## src/rtl/sprite_mover_if.sv

```systemverilog
// sprite_mover_if: request handshake plus VGA pixel stream and sprite position.
// master = game control side, slave = the mover.
interface sprite_mover_if #(
    parameter int XW = 8,
    parameter int YW = 7
) ();
    logic          req_valid;
    logic          req_ready;
    logic [3:0]    req_dir;
    logic [XW-1:0] x_out;
    logic [YW-1:0] y_out;
    logic [2:0]    colour;
    logic          plot;
    logic [XW-1:0] pos_x;
    logic [YW-1:0] pos_y;
    logic          done;
    modport master (
        output req_valid, req_dir,
        input  req_ready, x_out, y_out, colour, plot, pos_x, pos_y, done
    );
    modport slave (
        input  req_valid, req_dir,
        output req_ready, x_out, y_out, colour, plot, pos_x, pos_y, done
    );
endinterface

```

## src/rtl/sprite_mover.sv

```systemverilog
// sprite_mover: on each request erases the sprite, steps it with on-screen clamping,
// and redraws it, streaming one VGA pixel per cycle.
module sprite_mover #(
    parameter int         SPRITE_W  = 4,
    parameter int         SPRITE_H  = 4,
    parameter int         SCREEN_W  = 160,
    parameter int         SCREEN_H  = 120,
    parameter int         XW        = 8,
    parameter int         YW        = 7,
    parameter int         STEP      = 1,
    parameter int         X_INIT    = 50,
    parameter int         Y_INIT    = 50,
    parameter logic [2:0] FG_COLOUR = 3'b100,
    parameter logic [2:0] BG_COLOUR = 3'b000
) (
    input logic           clk,
    input logic           reset,
    sprite_mover_if.slave bus
);
    typedef enum logic [2:0] {IDLE, ERASE, MOVE, DRAW, DONE} state_t;
    localparam logic [XW:0] XSTEP    = (XW+1)'(STEP);
    localparam logic [XW:0] XMAX     = (XW+1)'(SCREEN_W - SPRITE_W);
    localparam logic [YW:0] YSTEP    = (YW+1)'(STEP);
    localparam logic [YW:0] YMAX     = (YW+1)'(SCREEN_H - SPRITE_H);
    localparam logic [3:0]  COL_LAST = 4'(SPRITE_W - 1);
    localparam logic [3:0]  ROW_LAST = 4'(SPRITE_H - 1);

    state_t        state;
    logic          drawn;
    logic [3:0]    dir, col, row, ncol, nrow;
    logic          last;
    logic [XW:0]   xw;
    logic [YW:0]   yw;
    logic [XW-1:0] nx;
    logic [YW-1:0] ny;

    // Clamp arithmetic is one bit wider than the coordinates so it never wraps.
    always_comb begin
        last = col == COL_LAST && row == ROW_LAST;
        ncol = col == COL_LAST ? 4'd0 : col + 4'd1;
        nrow = col == COL_LAST ? row + 4'd1 : row;
        xw   = {1'b0, bus.pos_x};
        yw   = {1'b0, bus.pos_y};
        nx   = dir[1] == dir[0] ? bus.pos_x
             : dir[1] ? (xw >= XSTEP ? XW'(xw - XSTEP) : '0)
             : (xw + XSTEP <= XMAX ? XW'(xw + XSTEP) : XW'(XMAX));
        ny   = dir[3] == dir[2] ? bus.pos_y
             : dir[3] ? (yw >= YSTEP ? YW'(yw - YSTEP) : '0)
             : (yw + YSTEP <= YMAX ? YW'(yw + YSTEP) : YW'(YMAX));
    end

    always_ff @(posedge clk) begin
        if (reset) begin
            state         <= IDLE;
            drawn         <= 1'b0;
            dir           <= '0;
            col           <= '0;
            row           <= '0;
            bus.req_ready <= 1'b1;
            bus.plot      <= 1'b0;
            bus.done      <= 1'b0;
            bus.x_out     <= '0;
            bus.y_out     <= '0;
            bus.colour    <= BG_COLOUR;
            bus.pos_x     <= XW'(X_INIT);
            bus.pos_y     <= YW'(Y_INIT);
        end else begin
            bus.plot <= 1'b0;
            bus.done <= 1'b0;
            case (state)
                IDLE: if (bus.req_valid) begin
                    dir           <= bus.req_dir;
                    bus.req_ready <= 1'b0;
                    col           <= '0;
                    row           <= '0;
                    bus.x_out     <= bus.pos_x;
                    bus.y_out     <= bus.pos_y;
                    bus.colour    <= BG_COLOUR;
                    bus.plot      <= drawn;
                    state         <= drawn ? ERASE : MOVE;
                end
                ERASE, DRAW: if (last) begin
                    state    <= state == ERASE ? MOVE : DONE;
                    bus.done <= state == DRAW;
                    if (state == DRAW) drawn <= 1'b1;
                end else begin
                    col       <= ncol;
                    row       <= nrow;
                    bus.x_out <= bus.pos_x + XW'(ncol);
                    bus.y_out <= bus.pos_y + YW'(nrow);
                    bus.plot  <= 1'b1;
                end
                MOVE: begin
                    state      <= DRAW;
                    bus.pos_x  <= nx;
                    bus.pos_y  <= ny;
                    col        <= '0;
                    row        <= '0;
                    bus.x_out  <= nx;
                    bus.y_out  <= ny;
                    bus.colour <= FG_COLOUR;
                    bus.plot   <= 1'b1;
                end
                DONE: begin
                    state         <= IDLE;
                    bus.req_ready <= 1'b1;
                end
                default: state <= IDLE;
            endcase
        end
    end
endmodule

```

## src/flat_wrapper.sv

```systemverilog
// flat-port wrapper written by rule: the top's interface ports become plain ports
module sprite_mover_flat 
#(
    parameter int         SPRITE_W  = 4,
    parameter int         SPRITE_H  = 4,
    parameter int         SCREEN_W  = 160,
    parameter int         SCREEN_H  = 120,
    parameter int         XW        = 8,
    parameter int         YW        = 7,
    parameter int         STEP      = 1,
    parameter int         X_INIT    = 50,
    parameter int         Y_INIT    = 50,
    parameter logic [2:0] FG_COLOUR = 3'b100,
    parameter logic [2:0] BG_COLOUR = 3'b000
)
  (clk, reset, bus_req_valid, bus_req_dir, bus_req_ready, bus_x_out, bus_y_out, bus_colour, bus_plot, bus_pos_x, bus_pos_y, bus_done);
  sprite_mover_if #(.XW(XW), .YW(YW)) bus_i ();
  input logic clk;
  input logic reset;
  input wire logic [$bits(bus_i.req_valid)-1:0] bus_req_valid;
  input wire logic [$bits(bus_i.req_dir)-1:0] bus_req_dir;
  output wire logic [$bits(bus_i.req_ready)-1:0] bus_req_ready;
  output wire logic [$bits(bus_i.x_out)-1:0] bus_x_out;
  output wire logic [$bits(bus_i.y_out)-1:0] bus_y_out;
  output wire logic [$bits(bus_i.colour)-1:0] bus_colour;
  output wire logic [$bits(bus_i.plot)-1:0] bus_plot;
  output wire logic [$bits(bus_i.pos_x)-1:0] bus_pos_x;
  output wire logic [$bits(bus_i.pos_y)-1:0] bus_pos_y;
  output wire logic [$bits(bus_i.done)-1:0] bus_done;
  assign bus_i.req_valid = bus_req_valid;
  assign bus_i.req_dir = bus_req_dir;
  assign bus_req_ready = bus_i.req_ready;
  assign bus_x_out = bus_i.x_out;
  assign bus_y_out = bus_i.y_out;
  assign bus_colour = bus_i.colour;
  assign bus_plot = bus_i.plot;
  assign bus_pos_x = bus_i.pos_x;
  assign bus_pos_y = bus_i.pos_y;
  assign bus_done = bus_i.done;
  sprite_mover #(.SPRITE_W(SPRITE_W), .SPRITE_H(SPRITE_H), .SCREEN_W(SCREEN_W), .SCREEN_H(SCREEN_H), .XW(XW), .YW(YW), .STEP(STEP), .X_INIT(X_INIT), .Y_INIT(Y_INIT), .FG_COLOUR(FG_COLOUR), .BG_COLOUR(BG_COLOUR)) u_core (.clk(clk), .reset(reset), .bus(bus_i));
endmodule
```

## config.mk

```make
export PLATFORM = sky130hd
export DESIGN_NAME = sprite_mover_flat
export DESIGN_NICKNAME = d
export VERILOG_FILES = /design/src/rtl/sprite_mover_if.sv /design/src/rtl/sprite_mover.sv /design/src/flat_wrapper.sv
export SDC_FILE = /design/constraint.sdc
export NUM_CORES = 1
export LEC_CHECK = 0
export CAP_MARGIN = 10
export CORE_MARGIN = 10
export CORE_UTILIZATION = 55
export DETAILED_ROUTE_END_ITERATION = 7
export GPL_TIMING_DRIVEN = 0
export PLACE_DENSITY = 0.82
export SKIP_CTS_REPAIR_TIMING = 1
export SLEW_MARGIN = 20
export SYNTH_ARGS = -nofsm -noshare
export SYNTH_HDL_FRONTEND = slang
export SYNTH_SLANG_ARGS = --single-unit
```

## constraint.sdc

```tcl
create_clock -name clk -period 4.5 [get_ports clk]
set_clock_uncertainty 0.1 [all_clocks]
set_input_delay 0.9 -clock clk [delete_from_list [all_inputs] [get_ports clk]]
set_output_delay 0.9 -clock clk [all_outputs]
set_load 0.01 [all_outputs]
```

==> qor.csv <==
stage,metric,value,unit
logic_synthesis,synthTopCellsByArea,"dfxtp_1 26%, a21oi_1 6.1%, o21ai_0 5.8%",
global_route,grt_use_met1,32.7,%
worst_setup_path,reg2reg_to,u_core.bus.y_out[6],
clocking,clockBufferDepth,2,
die,rows,30,
sta,tns,0,ns
sta,layout_min_cycle_time,3.28,ns
global_route,grt_use_total,23.2,%
global_route,grt_pass1_vias,3803,
sta,setup_viol,0,
logic_synthesis,yosysUniqueCellTypes,70,
sta,hold_violations,0,
logic_synthesis,synth_top_area_share,26.4,%
worst_setup_path,startpoint_type,flip-flop,
final_layout,nets,574,
place,dpl-instance-area,4290,um^2
detailed_routing,dr.pass1.iters,5,
worst_setup_path,critical_path_required,4.58,ns
final_layout,n_antenna_cell,0,
logic_synthesis,synth_top_cell_by_area,dfxtp_1,
sta,tightestPinTransition,0.802,ns
logic_synthesis,yosys_register_bits,50,
logic_synthesis,synthArstFlopShare,0,%
sta,rsz0062_at_grt,false,
detailed_routing,drtIter0Drc,566,
worst_setup_path,worstPathArrival,3.36,ns
die,die-area,10600,um^2
pwr,p_per_area,316,nW/um^2
clocking,cts_tree,built,
pwr,power.leakage,1.66,nW
worst_setup_path,r2r_cells,12,
global_route,grt_util_met2,34.3,%
logic_synthesis,syn_inst,500,
worst_setup_path,critPathLaunch,u_core.col[0],
die,chipHeight,103,um
logic_synthesis,synth-warning-count,0,
detailed_routing,drc,0,
global_route,grt_overflow_total,0,
detailed_routing,via_per_inst,6.85,
run,drv_cap,0,
global_route,top_usage_layer,met2,
logic_synthesis,yosysSeqAreaShare,26.4,%
sta,slew_headroom,46.3,%
final_layout,drive_gt1_share,5.83,%
place,port-buffer-count,40,
detailed_routing,wl_per_cell,20.0,um
logic_synthesis,synth-edff-count,0,
worst_setup_path,worstPathMaxFanout,9,
pwr,irDropWorstVdd,0.176,mV
worst_hold_path,hold_path_depth,1,
worst_hold_path,hold_path_class,flip-flop to flip-flop,
sta,period_share,72.9,%
logic_synthesis,syn_area,3790,um^2
clocking,ctsHtreeMaxLevel,2,
worst_hold_path,min_to,u_core.drawn,
die,pin_count,43,
die,initial_core_util,56.1,%
die,core-area,6760,um^2
clocking,cts_sinks,50,
global_route,use_met3,5.09,%
logic_synthesis,synth_flop_cell,dfxtp_1,
place,dp_hpwl,9240,um
worst_setup_path,r2r_setup_slack,1.22,ns
detailed_routing,vias,4306,
status,outcome,completed,
sta,drv_slew,0,
die,die_x,103,um
sta,hold_slack,0.396,ns
clocking,clk_pin_slew,0.09,ns
final_layout,areaGrowthSynthToFinish,17.1,%
final_layout,design_area,4440,um^2
clocking,cts_buffers,5,
place,gp_congestion,0.994,
worst_setup_path,reg2reg_from,u_core.col[0],
global_route,grt_pass1_wl,19700,um
worst_setup_path,endpoint_kind,flip-flop,
clocking,root_buffer,clkbuf_8,
worst_hold_path,min-delay-start,u_core.drawn,
worst_setup_path,crit_type,flip-flop to flip-flop,
detailed_routing,ant_nets,0,
global_route,antenna_found_initial,0,
sta,max_freq,305,MHz
clocking,clk_latency,0.32,ns
detailed_routing,wl,12600,um
logic_synthesis,synth.avg_cell_area,7.58,um^2
global_route,grt_max_degree,16,
[sequential cells by signal, indices dropped and copies added (netlist names), 3 cells and up]
signal            flops
u_core.state          3
u_core.row            4
u_core.bus.x_out      8
u_core.bus.pos_y      7
u_core.dir            4
u_core.bus.y_out      7
u_core.bus.pos_x      8
u_core.col            4
[kinds of logic after synthesis]
| logic type | synth area share, % |
|---|---|
| AOI/OAI and AO/OA | 32.2 |
| and+or+nand+nor | 23.1 |
| buffers and inverters | 6.90 |
| DFF | 26.4 |
| adders and majority gates | 6.67 |
| xor gates and xnor gates | 2.77 |
| muxes | 1.85 |
| other | 0.0989 |
[area by class of cell]
cell class / instances / area [um^2]
multi-input cells: 390 / 2530
plain buffers: 45 / 201
fillers: 594 / 2320
inverters: 16 / 60.1
repair buffers: 40 / 400
flip-flops and latches: 50 / 1000
clock inverters: 2 / 60.1
well taps: 80 / 100
clock buffers: 6 / 82.6
[worst max-delay path: stages, from the launching register on]
cell and delay [ns]:
dfxtp_1 0.43, ha_1 0.22, nor3b_2 0.50, xor2_1 0.19, ha_1 0.18, inv_1 0.06
fa_1 0.43, nor2b_1 0.13, o21ai_0 0.13, nor2b_1 0.19, o311ai_0 0.29, o41a_1 0.22
a31oi_1 0.08
[metal layers]
layer | vias up | wire [um]
met5 | - | 0
met4 | 0 | 308
met3 | 37 | 1430
met2 | 281 | 5380
met1 | 2036 | 5440
li1 | 1952 | -
[Yosys cell counts, drive strengths merged, types with 11 or more instances]
| library cell | n |
|---|---|
| buf | 15 |
| nor3 | 17 |
| nor2 | 39 |
| nand2 | 32 |
| inv | 16 |
| dfxtp | 50 |
| o21ai | 45 |
| nor2b | 11 |
| clkbuf | 30 |
| a21oi | 47 |
| ha | 17 |
| nand3 | 17 |
[where the power goes]
group / switching (mW) / total, mW / internal, mW
logic: 0.290 / 0.485 / 0.195
clock network: 0.160 / 0.397 / 0.237
registers: 0.0387 / 0.521 / 0.483
[cells in the final DEF, fill, tap and decap left out, types with 4 or more instances in the layout]
cell              n
mux2i_1           7
xnor2_1          10
nor2_1           39
and3_1            6
nand2b_1          8
o21bai_1          4
nor2b_1          11
a211o_1           4
clkbuf_1         30
a22oi_1           6
o211ai_1          8
clkbuf_8          6
nand2_1          32
o21a_1            4
o21ai_0          44
buf_2             8
and4_1            4
dfxtp_1          50
o31ai_1           6
inv_1            16
nor3_1           17
clkdlybuf4s50_1  40
a221o_1           4
ha_1             17
nand4_1          10
a21oi_1          46
a21o_1            8
buf_4             4
a211oi_1          7
nand3_1          17
a31oi_1           9
[stage by stage]
stage | cells | power [mW] | util, % | setup slack [ns]
finish | 629 | 1.40 | 65.7 | 1.22
floorplan | 501 | 0.823 | - | 1.67
CTS | 629 | 1.39 | 65.7 | 1.26
global placement | 621 | 0.992 | 63.6 | 1.32
global route | 629 | 1.46 | 65.7 | 0.999
detailed placement | 621 | 0.999 | 63.6 | 1.28
[worst max path at each step]
stage                           to  depth (start not counted)  slack, ns
3_3_place_gp   u_core.bus.y_out[6]                         12       1.32
6_report       u_core.bus.y_out[6]                         12       1.22
3_5_place_dp   u_core.bus.y_out[6]                         12       1.28
5_1_grt        u_core.bus.y_out[6]                         12        1.0
4_1_cts        u_core.bus.y_out[6]                         12       1.26
2_1_floorplan  u_core.bus.y_out[6]                         12       1.67
Note: power is estimated with default switching activity, not from simulation.
